[src/rtl/uart_core.sv]
// uart_core: single-clock full-duplex UART with internal baud-tick generation.
//
// Each direction owns a private clk divider (0..CLK_DIV-1) that produces an
// oversample tick; OVERSAMPLE ticks make one bit period. Frames are
// start, DATA_BITS data bits LSB first, optional parity, stop bit(s).
//
// Ports:
//   clk           system clock, all state on rising edge
//   reset         asynchronous, active-low reset
//   rx            serial input (asynchronous, idle high)
//   send          transmit request, accepted only while the transmitter is idle
//   to_send       transmit payload, captured when send is accepted
//   tx            serial output (idle high)
//   tx_busy       transmit frame in progress
//   tx_done       one-cycle pulse at the end of the last stop bit
//   rx_drdy       one-cycle pulse when received/error flags update
//   received      last received payload
//   rx_frame_err  first stop bit of last frame was sampled 0
//   rx_parity_err parity mismatch on last frame (0 when PARITY=0)
module uart_core #(
  parameter int CLK_DIV    = 27,
  parameter int OVERSAMPLE = 16,
  parameter int DATA_BITS  = 8,
  parameter int PARITY     = 0,
  parameter int STOP_BITS  = 1
) (
  input  logic                 clk,
  input  logic                 reset,
  input  logic                 rx,
  input  logic                 send,
  input  logic [DATA_BITS-1:0] to_send,
  output logic                 tx,
  output logic                 tx_busy,
  output logic                 tx_done,
  output logic                 rx_drdy,
  output logic [DATA_BITS-1:0] received,
  output logic                 rx_frame_err,
  output logic                 rx_parity_err
);

  localparam int DIV_W = (CLK_DIV > 1) ? $clog2(CLK_DIV) : 1;
  localparam int OS_W  = $clog2(OVERSAMPLE);
  localparam logic [DIV_W-1:0] DIV_LAST     = DIV_W'(CLK_DIV - 1);
  localparam logic [OS_W-1:0]  OS_LAST      = OS_W'(OVERSAMPLE - 1);
  localparam logic [OS_W-1:0]  OS_HALF_LAST = OS_W'(OVERSAMPLE / 2 - 1);
  localparam logic [3:0]       DATA_LAST    = 4'(DATA_BITS - 1);
  localparam logic             STOP_LAST    = 1'(STOP_BITS - 1);
  localparam logic             HAS_PAR      = (PARITY != 0);
  localparam logic             PAR_ODD      = (PARITY == 1);

  typedef enum logic [2:0] {S_IDLE, S_START, S_DATA, S_PARITY, S_STOP} state_t;

  // ---------------------------------------------------------------- TX
  state_t                tx_state;
  logic [DIV_W-1:0]      tx_div;
  logic [OS_W-1:0]       tx_os;
  logic [3:0]            tx_bit;
  logic                  tx_stop;
  logic [DATA_BITS-1:0]  tx_shift;
  logic                  tx_par;
  logic                  tx_tick;
  logic                  tx_bit_end;

  assign tx_tick    = (tx_div == DIV_LAST);
  assign tx_bit_end = tx_tick && (tx_os == OS_LAST);

  // The divider is held clear while idle so every frame starts with a
  // full-length start bit counted from the accepting edge.
  always_ff @(posedge clk or negedge reset) begin
    if (!reset) begin
      tx_state <= S_IDLE;
      tx_div   <= '0;
      tx_os    <= '0;
      tx_bit   <= '0;
      tx_stop  <= 1'b0;
      tx_shift <= '0;
      tx_par   <= 1'b0;
      tx       <= 1'b1;
      tx_busy  <= 1'b0;
      tx_done  <= 1'b0;
    end else begin
      tx_done <= 1'b0;
      if (tx_state == S_IDLE) begin
        tx_div <= '0;
        tx_os  <= '0;
      end else begin
        tx_div <= tx_tick ? '0 : tx_div + DIV_W'(1);
        if (tx_tick) tx_os <= (tx_os == OS_LAST) ? '0 : tx_os + OS_W'(1);
      end
      case (tx_state)
        S_IDLE: begin
          if (send) begin
            tx_shift <= to_send;
            tx_par   <= ^to_send ^ PAR_ODD;
            tx       <= 1'b0;
            tx_busy  <= 1'b1;
            tx_state <= S_START;
          end
        end
        S_START: begin
          if (tx_bit_end) begin
            tx       <= tx_shift[0];
            tx_shift <= tx_shift >> 1;
            tx_bit   <= '0;
            tx_state <= S_DATA;
          end
        end
        S_DATA: begin
          if (tx_bit_end) begin
            if (tx_bit == DATA_LAST) begin
              tx_stop <= 1'b0;
              if (HAS_PAR) begin
                tx       <= tx_par;
                tx_state <= S_PARITY;
              end else begin
                tx       <= 1'b1;
                tx_state <= S_STOP;
              end
            end else begin
              tx       <= tx_shift[0];
              tx_shift <= tx_shift >> 1;
              tx_bit   <= tx_bit + 4'd1;
            end
          end
        end
        S_PARITY: begin
          if (tx_bit_end) begin
            tx       <= 1'b1;
            tx_stop  <= 1'b0;
            tx_state <= S_STOP;
          end
        end
        S_STOP: begin
          if (tx_bit_end) begin
            if (tx_stop == STOP_LAST) begin
              tx_busy  <= 1'b0;
              tx_done  <= 1'b1;
              tx_state <= S_IDLE;
            end else begin
              tx_stop <= 1'b1;
            end
          end
        end
        default: tx_state <= S_IDLE;
      endcase
    end
  end

  // ---------------------------------------------------------------- RX
  logic                  rx_meta;
  logic                  rx_sync;
  state_t                rx_state;
  logic [DIV_W-1:0]      rx_div;
  logic [OS_W-1:0]       rx_os;
  logic [3:0]            rx_bit;
  logic [DATA_BITS-1:0]  rx_shift;
  logic                  rx_par_bit;
  logic                  rx_stop_bit;
  logic                  rx_pend;
  logic                  rx_tick;
  logic                  rx_mid;
  logic                  rx_sample;

  // Two-flop synchronizer; resets to the idle line level.
  always_ff @(posedge clk or negedge reset) begin
    if (!reset) begin
      rx_meta <= 1'b1;
      rx_sync <= 1'b1;
    end else begin
      rx_meta <= rx;
      rx_sync <= rx_meta;
    end
  end

  assign rx_tick   = (rx_div == DIV_LAST);
  assign rx_mid    = rx_tick && (rx_os == OS_HALF_LAST);
  assign rx_sample = rx_tick && (rx_os == OS_LAST);

  // START waits half a bit to reach the bit centre and restarts the tick
  // count there, so later samples land one full bit apart at bit centres.
  // The stop sample only arms rx_pend; outputs update one edge later.
  always_ff @(posedge clk or negedge reset) begin
    if (!reset) begin
      rx_state      <= S_IDLE;
      rx_div        <= '0;
      rx_os         <= '0;
      rx_bit        <= '0;
      rx_shift      <= '0;
      rx_par_bit    <= 1'b0;
      rx_stop_bit   <= 1'b1;
      rx_pend       <= 1'b0;
      rx_drdy       <= 1'b0;
      received      <= '0;
      rx_frame_err  <= 1'b0;
      rx_parity_err <= 1'b0;
    end else begin
      rx_drdy <= 1'b0;
      if (rx_pend) begin
        rx_pend       <= 1'b0;
        rx_drdy       <= 1'b1;
        received      <= rx_shift;
        rx_frame_err  <= ~rx_stop_bit;
        rx_parity_err <= HAS_PAR ? (^rx_shift ^ rx_par_bit ^ PAR_ODD) : 1'b0;
      end
      if (rx_state == S_IDLE) begin
        rx_div <= '0;
        rx_os  <= '0;
      end else begin
        rx_div <= rx_tick ? '0 : rx_div + DIV_W'(1);
        if (rx_tick) rx_os <= (rx_os == OS_LAST) ? '0 : rx_os + OS_W'(1);
      end
      case (rx_state)
        S_IDLE: begin
          if (!rx_sync) rx_state <= S_START;
        end
        S_START: begin
          if (rx_mid) begin
            rx_os    <= '0;
            rx_bit   <= '0;
            rx_state <= rx_sync ? S_IDLE : S_DATA;
          end
        end
        S_DATA: begin
          if (rx_sample) begin
            rx_shift <= {rx_sync, rx_shift[DATA_BITS-1:1]};
            if (rx_bit == DATA_LAST) begin
              rx_state <= HAS_PAR ? S_PARITY : S_STOP;
            end else begin
              rx_bit <= rx_bit + 4'd1;
            end
          end
        end
        S_PARITY: begin
          if (rx_sample) begin
            rx_par_bit <= rx_sync;
            rx_state   <= S_STOP;
          end
        end
        S_STOP: begin
          if (rx_sample) begin
            rx_stop_bit <= rx_sync;
            rx_pend     <= 1'b1;
            rx_state    <= S_IDLE;
          end
        end
        default: rx_state <= S_IDLE;
      endcase
    end
  end

endmodule
[config.mk]
export PLATFORM = sky130hd
export DESIGN_NAME = uart_core
export DESIGN_NICKNAME = d
export VERILOG_FILES = /design/src/rtl/uart_core.sv
export SDC_FILE = /design/constraint.sdc
export NUM_CORES = 1
export LEC_CHECK = 0
export CORE_MARGIN = 3
export CORE_UTILIZATION = 59
export CTS_BUF_LIST = sky130_fd_sc_hd__clkbuf_4
export CTS_CLUSTER_DIAMETER = 200
export DETAILED_ROUTE_END_ITERATION = 16
export PLACE_DENSITY = 0.81
export RECOVER_POWER = 50
export SYNTH_ARGS = -nofsm -noshare
export SYNTH_HDL_FRONTEND = slang
export SYNTH_SLANG_ARGS = --single-unit
[constraint.sdc]
create_clock -name clk -period 2.83 [get_ports clk]
set_input_delay 0.566 -clock clk [delete_from_list [all_inputs] [get_ports clk]]
set_output_delay 0.566 -clock clk [all_outputs]
set_load 0.03 [all_outputs]
Word level (Yosys, flattened, before mapping)
Cells that the tools add are included.
{ "classes": {"n_addsub": 6, "mul": 0, "n_div": 0, "n_lt_le_gt_ge": 0, "n_eq_ne": 30, "shifts": 0, "n_mux": 63, "bitwise_logic": 1, "n_reduce_logical": 22} }
{ "op_table": {"columns": ["op", "count"], "rows": [
  ["4-bit two-way mux", 14],
  ["3-bit two-way mux", 13],
  ["8-bit two-way mux", 4],
  ["2-bit inequality test (second input constant)", 15],
  ["3-bit case mux with 5 select lines", 2],
  ["8-bit case mux with 3 select lines", 1],
  ["5-bit two-way mux", 4],
  ["1-bit two-way mux", 19],
  ["4-bit by 1-bit adder with 4-bit output (second input constant)", 4],
  ["4-bit case mux with 2 select lines", 2],
  ["5-bit AND reduction", 3],
  ["3-bit by 2-bit == test with 1-bit output (second input constant)", 4],
  ["4-bit by 3-bit == test with 1-bit output (second input constant)", 3],
  ["4-bit AND reduction", 3],
  ["5-bit by 1-bit adder with 5-bit output (second input constant)", 2],
  ["5-bit == test (second input constant)", 2],
  ["4-bit == test (second input constant)", 2],
  ["2-bit nonzero test", 4],
  ["7-bit AND reduction", 1],
  ["3-bit by 1-bit == test with 1-bit output (second input constant)", 2],
  ["3-bit == test (second input constant)", 2],
  ["3-bit zero test", 2],
  ["6-bit AND reduction", 1],
  ["3-bit nonzero test", 2],
  ["8 further kinds", 11]
]} }
{ "word_totals": {"register_bits": 66, "latchBits": 0, "mem_bits_rw": 0, "romBits": 0, "output_inout_bits": 14, "word_cells": 143, "n_memories": 0} }

Longest topological paths before layout
Gate-level depths: netlist (run 1).
{ "logic_depth": {"word_depth": 6, "mapped_depth": 8} }

Least setup slack after synthesis (run 1)
No wires, ideal clock.
{ "synth_timing": {"path_kind": "flip-flop to flip-flop", "from": "register tx_div[0]", "to": "register tx_shift[0]", "setup_time_ps": 125, "arrival_time_ps": 1892, "required_ps": 2705, "setup_slack_ps": 814, "path_stages_with_launch": 8, "n_path_buf": 1, "path_cell_list": "dfrtp_1 inv_1 ha_1 and4b_1 buf_4 nand2_2 a2111oi_4 mux2_2"} }
{ "synth_between": {"elab_chain_cells": 4, "elab_cells_between_ends": 5, "classes_between": "eq/ne: 3; reduce/logical: 2"} }
{ "synth_lines": {"columns": ["item", "line_no", "text"], "rows": [
  ["from (decl)", "55", "logic [DIV_W-1:0] tx_div;"],
  ["from (signal assigned)", "87", "tx_div <= tx_tick ? '0 : tx_div + DIV_W'(1);"],
  ["5-bit == test *", "64", "assign tx_tick = (tx_div == DIV_LAST);"],
  ["1-bit logical AND *", "65", "assign tx_bit_end = tx_tick && (tx_os == OS_LAST);"],
  ["2-bit inequality test (no line)", null, null],
  ["5-bit AND reduction (no line) *", null, null],
  ["to (signal assigned)", "93", "tx_shift <= to_send;"],
  ["to (signal assigned)", "103", "tx_shift <= tx_shift >> 1;"],
  ["to (signal assigned)", "121", "tx_shift <= tx_shift >> 1;"],
  ["to (decl)", "59", "logic [DATA_BITS-1:0] tx_shift;"]
]} }
Mark *: on every way between the ends. The rest lies on a longest branch, timed or not.
A chain may end at the register's enable or synchronous reset.

Worst setup path in the final report (run 1)
{ "layout_timing": {"from": "register tx_div[0]", "to": "register tx_shift[3]"} }
The elaborated chain is that of the path after synthesis.

==> impl_metrics.yaml, run 1 <==
run_status:
  status: "finished, final reports clean"
placed_design:
  hpwl_mm: 3.84
  io_buffers: 24
  gp_congestion: 0.834
  placedInstanceArea_um2: 3400
  dp_cells: 355
die:
  fp.dieH_um: 78.8
  die_area_um2: 6210
  die_x_um: 78.8
  io_pins: 26
  rows: 25
  start_util: 0.636
  core_area_um2: 4910
layout:
  diodes: 0
  final_cell_area_um2: 3560
  area_growth_pct: 14.0
  final_cells: 371
  drive_gt1_frac: 0.201
  mostFrequentLayoutCell: "dfrtp_1"
  layout_common_cells: "dfrtp_1, mux2_2, nor2_1, clkdlybuf4s50_1, nand2_1"
  nets: 319
  fillers: 380
setup_path:
  start_kind: "register"
  cp_data_required_time_ps: 3130
  cpMaxStageDelayCell: "a2111oi_4"
  critPathKind: "reg2reg"
  path_max_fanout: 8
  cp_cell_sequence: "inv_1, ha_1, and4b_1, nand2_2, a2111oi_4, mux2_2"
  endpoint_kind: "register"
  critPathMaxStageDelay_ps: 640
  crit_arrival_ps: 2690
grt:
  antenna_found_initial: 0
  grt_overflow_total: 0
  grt_pass1_wl_mm: 9.86
  grt_pass1_vias: 2141
  grt_max_degree: 41
  grtUsageTotal: 0.206
timing:
  fin_tns_setup_ps: 0
  tightestPinTransition_ps: 1360
  slew-limit-headroom: 0.0959
  max_freq_mhz: 418
  fin_skew_ps: 15.8
  min_period_ps: 2390
  maxSlewViolCount: 0
  rsz0062_at_grt: "no"
  finalHoldViolCount: 0
  fin_crit_sh: 0.845
  hold_slack_ps: 348
  setup-violations-final: 0
cts:
  ctsResizeCount: 0
  hold_buffers: 0
  cts_inserted_buffers: 9
  h-tree-depth: 3
  clkLatencyLatePin_ps: 420
  cts_setup_buffers: 0
  clk_pin_slew_ps: 110
  clock-root-buffer: "clkbuf_4"
  tritoncts: "yes"
  cts_buffer_depth: 2
  clock-sinks: 65
synth:
  synth_edf_count: 0
  seq_area_frac_synth: 0.522
  synth_ff_type: "dfrtp_1"
  yosysWarningCount: 0
  ys_types: 49
  synthesis.nets: 297
  synthCells: 277
  ys_seq_elements: 65
  syn_avg_cell_area_um2: 11.3
  async_flop_share: 1.00
  syn_area_um2: 3130
flow_run:
  max_cap_violations: 0
power_and_ir_drop:
  p_leak_nw: 1.61
  irDropWorstVdd_uv: 409
  powerDensity_nw_per_um2: 492
route:
  drcViolationCount: 0
  wl_mm: 5.71
  first_pass_iters: 4
  vias: 2136
  viasPerCell: 5.76
  ant_nets: 0
  drt_iter0_drc: 135
  routedWlPerCell_um: 15.4
worst_hold_path:
  hold_path_class: "reg2reg"
-- power breakdown --
| part | leakage, nW | internal, mW | switching (mW) |
|---|---|---|---|
| clock network | 0.0940 | 0.453 | 0.333 |
| registers | 0.839 | 0.931 | 0.000712 |
| logic | 0.674 | 0.0128 | 0.0217 |
-- worst paths after layout --
kind / depth (start not counted) / slack (ps) / from / endpoint
max: 6 / 440 / tx_div[0] / tx_shift[3]
min: 0 / 350 / rx_meta / rx_sync
max reg2reg: 6 / 440 / tx_div[0] / tx_shift[3]
min reg2reg: 0 / 350 / rx_meta / rx_sync
max in group asynchronous: 2 / 800 / reset / rx_frame_err
min in group asynchronous: 1 / 430 / reset / tx_done
-- metal layers --
layer,GRT usage,vias to the layer above,wire length [µm]
met4,0.0962,0,121
met5,0,-,0
li1,-,1031,-
met2,0.326,44,2700
met3,0.0567,12,216
met1,0.264,1049,2670
-- per-stage QoR --
step           power (mW)  worst slack, ps  utilization
6_report             1.75              440        0.725
4_1_cts              1.77              418        0.729
2_1_floorplan       0.953              814            -
3_3_place_gp        0.988              567        0.692
5_1_grt              1.81              262        0.725
3_5_place_dp        0.989              448        0.692
-- worst max-delay path: cells and delay by family (launching register included) --
family                   cells  cell delay [ps]
AO/OA/AOI/OAI                1              640
adder cells (fa/ha/maj)      1              160
buffers and inverters        1               80
flip-flops                   1              430
multiplexers                 1              400
AND/OR/NAND/NOR              2              560
-- state kept, by name (all words and copies together) (netlist names), 3 cells and up --
name and flops:
rx_os 4, rx_bit 4, received 8, rx_div 5, tx_state 3, tx_div 5
tx_bit 4, rx_shift 8, tx_os 4, tx_shift 8, rx_state 3
-- layout make-up --
| cell class | count | area, µm² | share of cell area |
|---|---|---|---|
| flip-flops and latches | 65 | 1630 | 0.458 |
| multi-input cells | 189 | 1390 | 0.391 |
| repair buffers | 25 | 239 | 0.0671 |
| clock inverters | 6 | 106 | 0.0299 |
| well taps | 67 | 83.8 | 0.0235 |
| clock buffers | 10 | 75.1 | 0.0211 |
| inverters | 9 | 33.8 | 0.00948 |
-- synth_stat cells (3+ instances only) --
library cell / count / area, µm²
or2_2: 3 / 18.8
nor2_1: 23 / 86.3
buf_2: 6 / 30.0
xnor2_1: 3 / 26.3
nand2b_1: 3 / 18.8
nand3b_1: 4 / 30.0
dfrtp_1: 61 / 1530
nand4_1: 3 / 18.8
or3_1: 3 / 18.8
nor3b_1: 4 / 30.0
nand2_1: 18 / 67.6
clkbuf_1: 6 / 22.5
inv_1: 9 / 33.8
o21ai_0: 9 / 45.0
a21oi_1: 13 / 65.1
mux2_2: 33 / 372
dfstp_2: 4 / 105
xor2_1: 8 / 70.1
nand3_1: 10 / 50.1
ha_1: 8 / 100
and3_1: 3 / 18.8
nand4b_1: 4 / 35.0
mux2i_1: 4 / 40.0
-- logic make-up (layout without fill, tap and decap cells) --
family | Yosys count | in the layout | share of synthesized area
other cells | 1 | 1 | 0.00120
simple gates | 92 | 92 | 0.160
xor+xnor | 11 | 11 | 0.0308
compound gates | 39 | 39 | 0.0861
flops | 65 | 65 | 0.522
fa+ha+maj | 8 | 8 | 0.0320
buf+inv | 23 | 50 | 0.0324
mux | 38 | 38 | 0.135
(Power assumes the default switching activity.)
==> run 2: changes to the inputs <==
- CORE_UTILIZATION: 59 -> 54
- PLACE_DENSITY: 0.81 -> 0.78
- clock period: 2.83 -> 2.15 ns (I/O delays scaled with it)
==> impl_metrics.yaml, run 2 (synthesis results as in run 1) <==
run_status:
  status: "finished, final reports clean"
route:
  vias: 2125
  ant_nets: 0
  viasPerCell: 5.49
  routedWlPerCell_um: 13.3
  drcViolationCount: 0
  wl_mm: 5.16
  first_pass_iters: 4
  drt_iter0_drc: 104
layout:
  drive_gt1_frac: 0.225
  nets: 330
  final_cell_area_um2: 3620
  layout_common_cells: "dfrtp_1, mux2_2, nor2_1, clkdlybuf4s50_1, nand2_1"
  area_growth_pct: 15.9
  diodes: 0
  mostFrequentLayoutCell: "dfrtp_1"
  fillers: 443
  largestRegisters: "received (8), rx_shift (8), tx_shift (8)"
cts:
  clk_pin_slew_ps: 110
  clock-sinks: 65
  hold_buffers: 1
  cts_buffer_depth: 2
  ctsResizeCount: 0
  cts_setup_buffers: 0
  tritoncts: "yes"
  clkLatencyLatePin_ps: 390
  h-tree-depth: 3
  clock-root-buffer: "clkbuf_4"
  cts_inserted_buffers: 9
timing:
  rsz0062_at_grt: "no"
  tightestPinTransition_ps: 1140
  fin_skew_ps: 15.3
  min_period_ps: 2040
  finalHoldViolCount: 0
  maxSlewViolCount: 0
  worst_slack_ps: 107
  slew-limit-headroom: 0.242
  fin_crit_sh: 0.950
  max_freq_mhz: 489
  fin_tns_setup_ps: 0
  setup-violations-final: 0
die:
  die_area_um2: 6740
  start_util: 0.564
  core_area_um2: 5540
  die_x_um: 82.1
  io_pins: 26
  fp.dieH_um: 82.1
  rows: 27
setup_path:
  start_kind: "register"
  r2r_slack_ps: 110
  path_max_fanout: 8
  endpoint: "tx_shift[1]"
  r2r-start: "tx_bit[0]"
  r2r_end: "tx_shift[1]"
  crit_arrival_ps: 2330
  critPathKind: "reg2reg"
  reg2regPathDepth: 6
  endpoint_kind: "register"
  cp_data_required_time_ps: 2430
  crit_path_start: "tx_bit[0]"
power_and_ir_drop:
  power.switching_mw: 0.465
  p_leak_nw: 1.64
  combPwrFrac: 0.024
  powerDensity_nw_per_um2: 573
  pwr-share-clk: 0.385
  internal-power_mw: 1.61
  swShare: 0.224
  irDropWorstVdd_uv: 450
  seqPwrFrac: 0.591
grt:
  grtUsageTotal: 0.174
  grt_overflow_total: 0
  grt_max_degree: 47
  grt_pass1_wl_mm: 8.92
  antenna_found_initial: 0
  grt_pass1_vias: 2037
placed_design:
  dp_slack_ps: 126
  io_buffers: 24
  placedInstanceArea_um2: 3480
  hpwl_mm: 3.64
  gp_congestion: 0.839
flow_run:
  max_cap_violations: 0
worst_hold_path:
  hold_path_class: "reg2reg"
==> run 2: worst min-delay path by stage <==
stage,slack (ps),endpoint,startpoint,cells past startpoint
global route,360,rx_sync,rx_meta,0
global placement,350,rx_sync,rx_meta,0
detailed placement,350,rx_sync,rx_meta,0
floorplan,130,received[0],reset,0
CTS,360,rx_sync,rx_meta,0
finish,360,rx_sync,rx_meta,0
==> run 2: final cells by class <==
cell class | instances | area (µm²) | area share
flip-flops and latches | 65 | 1630 | 0.450
multi-input cells | 189 | 1390 | 0.384
repair buffers | 36 | 339 | 0.0936
well taps | 72 | 90.1 | 0.0249
clock buffers | 10 | 75.1 | 0.0207
clock inverters | 6 | 60.1 | 0.0166
inverters | 9 | 33.8 | 0.00933
==> run 2: per-layer routing <==
metal | routed length (µm) | track usage | vias up
met2 | 2410 | 0.267 | 40
met3 | 228 | 0.0548 | 6
met4 | 40 | 0.0598 | 0
li1 | - | - | 1059
met5 | 0 | 0 | -
met1 | 2480 | 0.232 | 1020
==> run 2: power by group through the flow <==
| stage | Combinational (mW) | Clock, mW | Sequential, mW |
|---|---|---|---|
| 2_1_floorplan | 0.00466 | 0 | 1.25 |
| 5_1_grt | 0.0576 | 0.882 | 1.23 |
| 6_report | 0.0498 | 0.798 | 1.23 |
| 3_3_place_gp | 0.0512 | 0 | 1.25 |
| 3_5_place_dp | 0.0514 | 0 | 1.25 |
| 4_1_cts | 0.0532 | 0.821 | 1.23 |
==> run 2: critical path, stage by stage (launching register included) <==
cell	delay [ps]
dfrtp_1	430
ha_1	250
and3b_1	220
and2_4	170
a2111oi_4	300
buf_4	220
mux2_2	340
==> run 2: through the flow <==
stage | total power [mW] | instances | hold slack [ps] | util
2_1_floorplan | 1.25 | 277 | 134 | -
3_3_place_gp | 1.30 | 370 | 346 | 0.628
3_5_place_dp | 1.30 | 370 | 350 | 0.628
4_1_cts | 2.10 | 387 | 363 | 0.654
5_1_grt | 2.17 | 387 | 360 | 0.654
6_report | 2.07 | 387 | 363 | 0.654
==> run 3: changes to the inputs <==
- CORE_MARGIN: 3 -> unset
- CORE_UTILIZATION: 54 -> 59
- DONT_BUFFER_PORTS: unset -> 1
==> impl_metrics.yaml, run 3 (synthesis results as in run 1) <==
die:
  start_util: 0.612
  rows: 26
  io_pins: 26
  die_area_um2: 5590
  core_area_um2: 5110
  fp.dieH_um: 74.8
  die_x_um: 74.8
grt:
  grtUsageTotal: 0.208
  grt_overflow_total: 0
  grt_max_degree: 66
  antenna_found_initial: 0
  grt_pass1_wl_mm: 8.60
  grt_pass1_vias: 1990
route:
  first_pass_iters: 4
  ant_nets: 0
  viasPerCell: 5.70
  drcViolationCount: 0
  drt_iter0_drc: 142
  wl_mm: 5.24
  vias: 2076
  routedWlPerCell_um: 14.4
setup_path:
  cp_top_family: "flip-flops"
  critPathKind: "reg2reg"
  start_kind: "register"
  endpoint_kind: "register"
  reg2regPathDepth: 6
  crit_buf_inv: 1
  critPathMaxStageDelay_ps: 430
  path_max_fanout: 8
  cp_cell_sequence: "ha_1, and3b_1, and2_4, a2111oi_4, buf_6, mux2_2"
  r2r_slack_ps: 110
  cpMaxStageDelayCell: "dfrtp_1"
  r2r_end: "tx_shift[1]"
  crit_arrival_ps: 2320
  cp_data_required_time_ps: 2430
  r2r-start: "tx_bit[0]"
power_and_ir_drop:
  power_mw: 2.17
  powerDensity_nw_per_um2: 633
  p_leak_nw: 1.58
  irDropWorstVdd_uv: 494
layout:
  diodes: 0
  seqCellArea_um2: 1630
  mostFrequentLayoutCell: "dfrtp_1"
  multi_input_area_um2: 1390
  final_util: 0.670
  nets: 309
  area_growth_pct: 9.53
  largestRegisters: "received (8), rx_shift (8), tx_shift (8)"
  drive_gt1_frac: 0.248
  fillers: 415
  layout_common_cells: "dfrtp_1, mux2_2, nor2_1, nand2_1, a21oi_1"
placed_design:
  io_buffers: 0
  gp_congestion: 0.912
  hpwl_mm: 3.60
cts:
  clkLatencyLatePin_ps: 400
  clk_pin_slew_ps: 110
  clock-sinks: 65
  tritoncts: "yes"
  cts_inserted_buffers: 9
  clock-root-buffer: "clkbuf_4"
  h-tree-depth: 3
  cts_buffer_depth: 2
flow_run:
  max_cap_violations: 0
timing:
  finalHoldViolCount: 0
  hold_slack_ps: 193
  max_freq_mhz: 491
  min_period_ps: 2040
  maxSlewViolCount: 0
  tightestPinTransition_ps: 1370
  fin_tns_setup_ps: 0
  slew-limit-headroom: 0.0875
  fin_crit_sh: 0.947
  setup-violations-final: 0
  rsz0062_at_grt: "no"
  fin_skew_ps: 16.1
worst_hold_path:
  hold_path.startpoint: "send"
  holdPathEnd: "tx_state[0]"
  hold_path_class: "in2reg"
  worstHoldPathCells: 2
run_status:
  status: "finished, final reports clean"
-- run 3: metal layers --
| layer | global-route usage | vias up | share of wire | wire, µm |
|---|---|---|---|---|
| met5 | 0 | - | 0 | 0 |
| met4 | 0.0901 | 0 | 0.018 | 92 |
| met3 | 0.0616 | 7 | 0.047 | 244 |
| met2 | 0.320 | 45 | 0.45 | 2350 |
| met1 | 0.274 | 1006 | 0.49 | 2550 |
| li1 | - | 1018 | - | - |
-- run 3: how the worst max path moves through the flow --
stage | startpoint | end | slack (ps) | depth (start not counted)
finish | tx_bit[0] | tx_shift[1] | 110 | 6
global route | tx_bit[0] | tx_shift[2] | 10 | 6
CTS | tx_bit[0] | tx_shift[1] | 90 | 6
detailed placement | tx_bit[0] | tx_shift[2] | 120 | 6
global placement | tx_bit[0] | tx_shift[2] | 160 | 6
floorplan | tx_div[0] | tx_shift[0] | 130 | 7
-- run 3: repair_timing --
item	4_1_cts	5_1_grt
hold buffers	3	0
setup buffers	0	1
hold endpoints to repair	66	0
endpoints found under the setup margin	0	8
gates resized for setup	0	1
-- run 3: stage by stage --
stage	std cells	setup slack (ps)	cell area [µm²]
detailed placement	344	117	3230
CTS	363	87.3	3430
finish	364	115	3420
floorplan	277	134	3130
global route	364	14.8	3420
global placement	344	158	3230
-- run 3: final cells by class --
cell class              instances  area share
repair buffers                 15      0.0347
clock buffers                  10      0.0219
multi-input cells             189       0.407
well taps                      70      0.0256
flip-flops and latches         65       0.477
inverters                       9     0.00987
clock inverters                 6      0.0245
-- run 3: worst reg2reg max path, stage by stage (launching register included) --
cell	delay, ps
dfrtp_1	430
ha_1	250
and3b_1	230
and2_4	170
a2111oi_4	330
buf_6	180
mux2_2	340
-- run 3: report_power, final --
part / internal [mW] / switching (mW)
logic: 0.00359 / 0.0251
clock network: 0.479 / 0.432
registers: 1.23 / 0.000945
total: 1.71 / 0.458
